===== config.mk =====
export PLATFORM = sky130hd
export DESIGN_NAME = pll_lock_reset_ctrl
export DESIGN_NICKNAME = d
export VERILOG_FILES = /design/src/rtl/pll_rst_pkg.sv /design/src/rtl/pll_lock_reset_ctrl_bit_sync.sv /design/src/rtl/pll_lock_reset_ctrl.sv
export SDC_FILE = /design/constraint.sdc
export NUM_CORES = 1
export LEC_CHECK = 0
export CORE_ASPECT_RATIO = 1.2
export CORE_MARGIN = 2
export CORE_UTILIZATION = 39
export DETAILED_ROUTE_END_ITERATION = 8
export GPL_TIMING_DRIVEN = 0
export SYNTH_ARGS = -nofsm -noshare
export SYNTH_HDL_FRONTEND = slang
export SYNTH_SLANG_ARGS = --single-unit

===== constraint.sdc =====
create_clock -name CLK -period 1.8 [get_ports CLK]
set_input_delay 0.27 -clock CLK [delete_from_list [all_inputs] [get_ports CLK]]
set_output_delay 0.27 -clock CLK [all_outputs]
set_load 0.005 [all_outputs]

===== src/rtl/pll_rst_pkg.sv =====
// Shared types and constants for the PLL lock-qualified reset generator.
package pll_rst_pkg;

  typedef enum logic [2:0] {
    ST_WAIT_LOCK = 3'd0,
    ST_FILTER    = 3'd1,
    ST_HOLD      = 3'd2,
    ST_RUN       = 3'd3,
    ST_LOST      = 3'd4
  } state_e;

  localparam int unsigned LOSS_CNT_W = 8;
  localparam logic [LOSS_CNT_W-1:0] LOSS_CNT_MAX = '1;

  // Counter width covering both the filter and hold intervals, never below 1 bit.
  function automatic int unsigned cnt_width(input int unsigned a, input int unsigned b);
    int unsigned m;
    m = (a > b) ? a : b;
    return ($clog2(m) < 1) ? 1 : $clog2(m);
  endfunction

endpackage


===== src/rtl/pll_lock_reset_ctrl_bit_sync.sv =====
// Single-bit multi-flop synchronizer with synchronous clear.
module bit_sync #(
  parameter int unsigned STAGES = 2
) (
  input  logic clk,
  input  logic rst,
  input  logic d,
  output logic q
);

  logic [STAGES-1:0] sync_q;
  logic [STAGES-1:0] sync_d;

  always_comb begin
    sync_d = {sync_q[STAGES-2:0], d};
  end

  always_ff @(posedge clk) begin
    if (rst) sync_q <= '0;
    else     sync_q <= sync_d;
  end

  assign q = sync_q[STAGES-1];

endmodule


===== src/rtl/pll_lock_reset_ctrl.sv =====
// Lock-qualified fabric reset generator: filters the PLL lock flag, holds reset
// for a programmable interval after lock, and tracks lock-loss events.
module pll_lock_reset_ctrl
  import pll_rst_pkg::*;
#(
  parameter int unsigned SYNC_STAGES = 2,
  parameter int unsigned LOCK_FILTER = 16,
  parameter int unsigned RST_HOLD    = 1024
) (
  input  logic                  CLK,
  input  logic                  RST,
  input  logic                  PLL_LOCK_I,
  input  logic                  RST_REQ,
  output logic                  FABRIC_RST,
  output logic                  FABRIC_RST_N,
  output logic                  READY,
  output logic                  LOCK_LOST,
  output logic [LOSS_CNT_W-1:0] LOSS_CNT,
  output logic [2:0]            STATE
);

  localparam int unsigned CNT_W = cnt_width(LOCK_FILTER, RST_HOLD);
  localparam logic [CNT_W-1:0] FILTER_LAST = CNT_W'(LOCK_FILTER - 1);
  localparam logic [CNT_W-1:0] HOLD_LAST   = CNT_W'(RST_HOLD - 1);

  logic lock_s;

  state_e                state_q, state_d;
  logic [CNT_W-1:0]      cnt_q, cnt_d;
  logic                  fabric_rst_q, fabric_rst_d;
  logic                  fabric_rst_n_q, fabric_rst_n_d;
  logic                  ready_q, ready_d;
  logic                  lock_lost_q, lock_lost_d;
  logic [LOSS_CNT_W-1:0] loss_cnt_q, loss_cnt_d;
  logic                  lost_entry;

  bit_sync #(
    .STAGES(SYNC_STAGES)
  ) u_lock_sync (
    .clk(CLK),
    .rst(RST),
    .d  (PLL_LOCK_I),
    .q  (lock_s)
  );

  // Next-state, counter and status logic; outputs decode from the next state.
  always_comb begin
    state_d     = state_q;
    cnt_d       = cnt_q;
    lock_lost_d = lock_lost_q;
    loss_cnt_d  = loss_cnt_q;
    lost_entry  = 1'b0;

    case (state_q)
      ST_WAIT_LOCK: begin
        cnt_d = '0;
        if (lock_s) state_d = ST_FILTER;
      end
      ST_FILTER: begin
        if (!lock_s) begin
          state_d = ST_WAIT_LOCK;
          cnt_d   = '0;
        end else if (cnt_q == FILTER_LAST) begin
          state_d = ST_HOLD;
          cnt_d   = '0;
        end else begin
          cnt_d = cnt_q + CNT_W'(1);
        end
      end
      ST_HOLD: begin
        if (!lock_s) begin
          lost_entry = 1'b1;
        end else if (cnt_q == HOLD_LAST) begin
          state_d = ST_RUN;
          cnt_d   = '0;
        end else begin
          cnt_d = cnt_q + CNT_W'(1);
        end
      end
      ST_RUN: begin
        if (!lock_s) begin
          lost_entry = 1'b1;
        end else if (RST_REQ) begin
          state_d = ST_HOLD;
          cnt_d   = '0;
        end
      end
      ST_LOST: begin
        state_d = ST_WAIT_LOCK;
        cnt_d   = '0;
      end
      default: begin
        state_d = ST_WAIT_LOCK;
        cnt_d   = '0;
      end
    endcase

    // Lock loss wins over a coincident soft reset request.
    if (lost_entry) begin
      state_d     = ST_LOST;
      cnt_d       = '0;
      lock_lost_d = 1'b1;
      if (loss_cnt_q != LOSS_CNT_MAX) loss_cnt_d = loss_cnt_q + LOSS_CNT_W'(1);
    end

    fabric_rst_d   = (state_d != ST_RUN);
    fabric_rst_n_d = (state_d == ST_RUN);
    ready_d        = (state_d == ST_RUN);
  end

  always_ff @(posedge CLK) begin
    if (RST) begin
      state_q        <= ST_WAIT_LOCK;
      cnt_q          <= '0;
      fabric_rst_q   <= 1'b1;
      fabric_rst_n_q <= 1'b0;
      ready_q        <= 1'b0;
      lock_lost_q    <= 1'b0;
      loss_cnt_q     <= '0;
    end else begin
      state_q        <= state_d;
      cnt_q          <= cnt_d;
      fabric_rst_q   <= fabric_rst_d;
      fabric_rst_n_q <= fabric_rst_n_d;
      ready_q        <= ready_d;
      lock_lost_q    <= lock_lost_d;
      loss_cnt_q     <= loss_cnt_d;
    end
  end

  assign FABRIC_RST   = fabric_rst_q;
  assign FABRIC_RST_N = fabric_rst_n_q;
  assign READY        = ready_q;
  assign LOCK_LOST    = lock_lost_q;
  assign LOSS_CNT     = loss_cnt_q;
  assign STATE        = state_q;

endmodule


==> flow_summary.ini, run 1 <==
[cts]
cts_tree = yes
htree_levels = 1
numCtsBuffers = 3
clockBufferDepth = 2
clkSinkCount = 26
path_clk_slew_ps = 130
clk_latency_ps = 310
clockRootBuffer = clkbuf_4

[yosys]
synth.avg_cell_area_um2 = 8.50
synthDistinctLibCells = 41
ys.warnings.count = 0
syn_nets = 152
yosysSeqAreaShare_pct = 41.9
ys_ff_latch = 26
syn-cell-area_mm2 = 0.00124
syn_inst = 146

[timing]
rsz0062_at_grt = yes
fin_crit_sh_pct = 98.8
tightestPinTransition_ps = 457
fin_setup_tns_ps = 0
finClkSkew_ps = 6.77
finalMaxSlewViolations = 0
finalHoldViolations = 0
period_needed_ps = 1780
relSlewSlack_pct = 69.3
setup_viol = 0
hold_slack_ps = 453
fin_ws_ps = 21.7
fmax_mhz = 562

[power_and_ir_drop]
ir_worst_vdd_mv = 0.343
power_density_mw_per_mm2 = 510
p_total_w = 0.000838
power.leakage_nw = 0.546

[detailed_routing]
vias_per_cell = 5.76
wl_um = 2910
dr.pass1.iters = 4
drc = 0
num_vias = 1215
drtIter0Drc = 24
routedWlPerCell_um = 13.8
ant_nets = 0

[grt]
grt_pass1_wl_um = 4830
grt_pass1_vias = 1176
grt_max_degree = 14
grt_usage_pct = 16.3
overflow = 0
antenna_found_initial = 0

[place]
dpl.hpwl_um = 2090
post-place-ws_ps = -502
place_congestion = 0.810
numPortBuffers = 18
dp_cells = 200

[worst_setup_path]
crit_type = register to register
worstSetupStartpoint = u_lock_sync.sync_q[1]
cp-start-kind = register
critPathArrivalTime_ps = 2020
critPathRequiredTime_ps = 2050
critPathCaptureType = register
cp_max_fo = 2
reg2reg_from = u_lock_sync.sync_q[1]

[final_layout]
final_nets = 183
drive_gt1_share_pct = 20.0
final-seq-area_um2 = 537
num-fill-cells = 296
antenna_cells = 0
syn2layout_area_growth_pct = 32.3
instances_no_fill = 211
multi_input_area_um2 = 758

[floorplan]
start_util_pct = 40.6
die_h_um = 65.8
row_count = 22
io_pins = 19
die-width_um = 55.5
core_mm2 = 0.00306
die_area_mm2 = 0.00365

[hold_path]
hold_class = register to register
hold_path_startpoint = u_lock_sync.sync_q[0]

[flow_run]
cap_viol_max_count = 0

[status]
outcome = completed
-- cell families after synthesis --
kind of cell,after synthesis,synth area share [%]
and+or+nand+nor,68,31.1
AOI/OAI and AO/OA,36,17.8
DFF,26,41.9
buffers and inverters,8,2.72
xor gates and xnor gates,5,3.53
adders and majority gates,2,2.02
muxes,1,0.806
-- state kept, by name, indices dropped and copies added (netlist names) --
| name | cells |
|---|---|
| cnt_q | 10 |
| LOSS_CNT | 8 |
| STATE | 3 |
| u_lock_sync.sync_q | 2 |
| FABRIC_RST | 1 |
| LOCK_LOST | 1 |
| READY | 1 |
-- metal layers --
metal	global-route usage (%)	vias up	part of all wire, %
met2	30.7	12	53
met4	8.84	0	1.1
met1	17.7	596	44
met5	0	-	0
met3	1.96	4	1.9
li1	-	603	-
-- cell usage after synthesis --
cell | number | share of area, %
nand4_1 | 3 | 1.5
nor4_1 | 3 | 1.5
o21bai_1 | 1 | 0.61
and2_1 | 2 | 1.0
o211ai_1 | 1 | 0.61
a211o_1 | 1 | 0.71
xnor2_1 | 2 | 1.4
or4_1 | 2 | 1.2
a21oi_1 | 11 | 4.4
nand4bb_1 | 1 | 0.91
a21o_1 | 1 | 0.61
or2b_1 | 2 | 1.2
nor3_1 | 1 | 0.40
nand2b_1 | 1 | 0.50
ha_1 | 2 | 2.0
nor2_1 | 15 | 4.5
xor2_1 | 3 | 2.1
o21ai_0 | 9 | 3.6
mux2i_1 | 1 | 0.81
or4b_2 | 1 | 0.81
nand4b_1 | 1 | 0.71
o2111ai_1 | 1 | 0.71
buf_4 | 1 | 0.61
and4_1 | 2 | 1.4
or3_1 | 6 | 3.0
a311oi_1 | 2 | 1.4
a41oi_1 | 1 | 0.71
nor2b_1 | 3 | 1.5
or3b_2 | 1 | 0.71
o31ai_1 | 3 | 1.8
clkbuf_1 | 3 | 0.91
nand2_1 | 8 | 2.4
nand3_1 | 8 | 3.2
dfxtp_1 | 26 | 42
a211oi_1 | 1 | 0.61
inv_1 | 4 | 1.2
and3_1 | 3 | 1.5
or3b_1 | 1 | 0.71
a31oi_1 | 4 | 2.0
nor3b_1 | 3 | 1.8
or2_2 | 1 | 0.50
-- area by class of cell --
class                   instances  area share, %
inverters                       4          0.915
plain buffers                   3          0.991
multi-input cells             112           46.2
flip-flops and latches         26           32.7
clock buffers                   3           1.37
well taps                      36           2.74
repair buffers                 27           15.1
-- critical path, stage by stage (launching register included) --
cell and delay, ps:
dfxtp_4 370, or3b_4 400, or4_4 490, or3_1 310, a21oi_1 140
-- stage by stage --
step / area [µm²] / util [%]
final: 1640 / 53.7
after global routing: 1640 / 53.7
after CTS: 1600 / 52.4
after detailed placement: 1470 / 48.0
after global placement: 1470 / 48.0
after floorplan: 1240 / -
-- cells in the final DEF (no fill, tap or decap), types with 2 or more instances in the layout --
master and instances:
buf_4 10, dfxtp_4 3, a31oi_1 4, nand3_1 8, dfxtp_2 4, and3_1 2, dfxtp_1 19, clkbuf_4 3
nand2_1 8, and4_1 2, and2_1 2, xor2_1 3, o31ai_1 2, nor4_1 2, inv_1 4, nor3b_1 2
nor2_1 15, or3_1 6, xnor2_1 2, o21ai_0 9, a311oi_1 2, nand4_1 3, a21oi_1 10, nor2b_1 3
clkdlybuf4s50_1 18
-- worst paths after layout --
| check | slack, ps | to | cells after the start |
|---|---|---|---|
| max reg2reg | 20 | LOSS_CNT[7] | 4 |
| min reg2reg | 450 | u_lock_sync.sync_q[1] | 1 |
| min | 450 | u_lock_sync.sync_q[1] | 1 |
| max | 20 | LOSS_CNT[7] | 4 |
-- power by group --
group | switching (W) | internal (W) | total, W
Clock | 0.000158 | 0.0000782 | 0.000236
Sequential | 0.00000226 | 0.000574 | 0.000576
Combinational | 0.0000128 | 0.0000127 | 0.0000254
Total | 0.000173 | 0.000665 | 0.000838
-- timing repair --
action,4_1_cts,5_1_grt
gates cloned,0,0
setup endpoints to repair,11,16
hold buffers,0,0
pin swaps,4,2
buffers inserted,9,0
resized for setup,15,8
No activity file was read; power rests on OpenSTA's default activity.
==> inputs of run 2 (changes only) <==
--- a/config.mk
+++ b/config.mk
@@ -5,6 +5,7 @@
 export SDC_FILE = /design/constraint.sdc
 export NUM_CORES = 1
 export LEC_CHECK = 0
+export ABC_AREA = 0
 export CORE_ASPECT_RATIO = 1.2
 export CORE_MARGIN = 2
 export CORE_UTILIZATION = 39
==> results of run 2 <==
Final layout, timing and power as in run 1 (identical DEF).
==> inputs of run 3 (changes only) <==
==> constraint.sdc (replaced) <==
create_clock -name CLK -period 1.5 [get_ports CLK]
set_input_delay 0.225 -clock CLK [delete_from_list [all_inputs] [get_ports CLK]]
set_output_delay 0.225 -clock CLK [all_outputs]
set_load 0.005 [all_outputs]
==> flow_summary.ini, run 3 (synthesized netlist as in run 1, its figures left out) <==
[final_layout]
syn2layout_area_growth_pct = 60.2
final_util_pct = 65.1
antenna_cells = 0
num-fill-cells = 260
final_cell_mix = buf_4, dfxtp_4, clkdlybuf4s50_1, nor2_1
layout_commonest_cell = buf_4
final_nets = 197
largest_reg_flops = 10
regMostFlops = cnt_q
drive_gt1_share_pct = 43.2

[timing]
rsz0062_at_grt = yes
finClkSkew_ps = 15.8
fmax_mhz = 596
period_needed_ps = 1680
setup_viol = 13
relSlewSlack_pct = 72.8
fin_crit_sh_pct = 112
tightestPinTransition_ps = 408
fin_ws_ps = -179
finalMaxSlewViolations = 0
hold_slack_ps = 425
finalHoldViolations = 0

[grt]
grt_max_degree = 15
grt_pass1_wl_um = 5690
grt_pass1_vias = 1337
overflow = 0
antenna_found_initial = 0
grt_usage_pct = 19.4

[power_and_ir_drop]
p_sw_share_pct = 22.2
clockPowerShare_pct = 34.1
comb_power_share_pct = 3.2
power_density_mw_per_mm2 = 541
ir_worst_vdd_mv = 0.447
switchingPower_w = 0.000239
p_seq_share_pct = 62.7
power.internal_w = 0.000836
power.leakage_nw = 0.708

[detailed_routing]
drtIter0Drc = 20
drt-met1-wl_um = 1420
wl_met2_um = 1880
ant_nets = 0
vias_per_cell = 5.69
dr.pass1.iters = 4
wl_um = 3470
routedWlPerCell_um = 15.4
wl_met3_um = 79
drc = 0
num_vias = 1286
routed.top_layer = met4

[floorplan]
io_pins = 19
die_h_um = 65.8
die_area_mm2 = 0.00365
die-width_um = 55.5
start_util_pct = 40.6
row_count = 22
core_mm2 = 0.00306

[worst_setup_path]
r2r_slack_ps = -180
cp-start-kind = register
path_cells = or3b_4 -> or4_4 -> or3_1 -> a21oi_1
critPathSlowestCell = or4_4
critPathArrivalTime_ps = 1940
reg2reg_from = STATE[1]
worstSetupStartpoint = STATE[1]
cp_max_fo = 3
critPathCaptureType = register
reg2reg_depth = 4
critPathRequiredTime_ps = 1760
cp_slowest_stage_delay_ps = 420
crit_type = register to register
r2r_end = LOSS_CNT[7]

[cts]
clockRootBuffer = clkbuf_4
clk_latency_ps = 340
clockBufferDepth = 2
numCtsBuffers = 3
htree_levels = 1
cts_tree = yes
path_clk_slew_ps = 150
clkSinkCount = 26

[hold_path]
hold_class = input port to register
hold_end = u_lock_sync.sync_q[0]
hold_path_startpoint = PLL_LOCK_I
hold_depth = 2

[place]
place_congestion = 0.820
numPortBuffers = 18
dpl.hpwl_um = 2130

[status]
violations = setup timing
outcome = complete, but fails checks

[flow_run]
cap_viol_max_count = 0
[run 3: stage by stage]
stage	std cells	setup TNS, ps	area (µm²)	setup WS (ps)	total power, W
floorplan	146	-126	1310	-126	0.000722
global placement	200	-4370	1540	-454	0.000737
detailed placement	200	-4630	1540	-448	0.000737
CTS	219	-555	1860	-176	0.00109
global route	226	-1760	1990	-219	0.00112
finish	226	-620	1990	-179	0.00107
[run 3: worst max path at each step]
stage	endpoint	slack [ps]
final	LOSS_CNT[7]	-180
after global routing	LOSS_CNT[7]	-220
after CTS	LOSS_CNT[7]	-180
after detailed placement	cnt_q[9]	-450
after global placement	cnt_q[9]	-450
after floorplan	LOSS_CNT[7]	-130
[run 3: what timing repair did]
item,CTS,global route
hold buffers,0,0
gates resized for setup,49,22
endpoints found under the setup margin,26,24
setup buffers,14,7
hold endpoints to repair,0,0
cloned,1,0
pin swaps,8,7
[run 3: layout make-up]
cell class | instances | area (µm²) | area share (%)
Buffer | 4 | 41.3 | 2.08
Clock buffer | 4 | 36.3 | 1.83
Inverter | 4 | 15.0 | 0.755
Multi-Input combinational cell | 112 | 926 | 46.6
Sequential cell | 26 | 576 | 28.9
Tap cell | 36 | 45.0 | 2.27
Timing Repair Buffer | 40 | 349 | 17.6
[run 3: power groups by stage]
| stage | Sequential, W | Clock [W] | Combinational, W |
|---|---|---|---|
| 4_1_cts | 0.000677 | 0.000382 | 0.0000324 |
| 2_1_floorplan | 0.000710 | 0 | 0.0000119 |
| 6_report | 0.000674 | 0.000366 | 0.0000342 |
| 5_1_grt | 0.000675 | 0.000412 | 0.0000369 |
| 3_3_place_gp | 0.000710 | 0 | 0.0000264 |
| 3_5_place_dp | 0.000710 | 0 | 0.0000263 |
[run 3: per-layer routing]
metal  GRT usage, %  up-vias
li1               -      629
met1           21.1      616
met2           35.7       30
met3           2.35       11
met4           12.2        0
met5              0        -
[run 3: worst max-delay path, delay by kind of cell, from the launching register on]
family          cells  cell delay (ps)
simple gates        3             1110
flops               1              390
compound gates      1              110
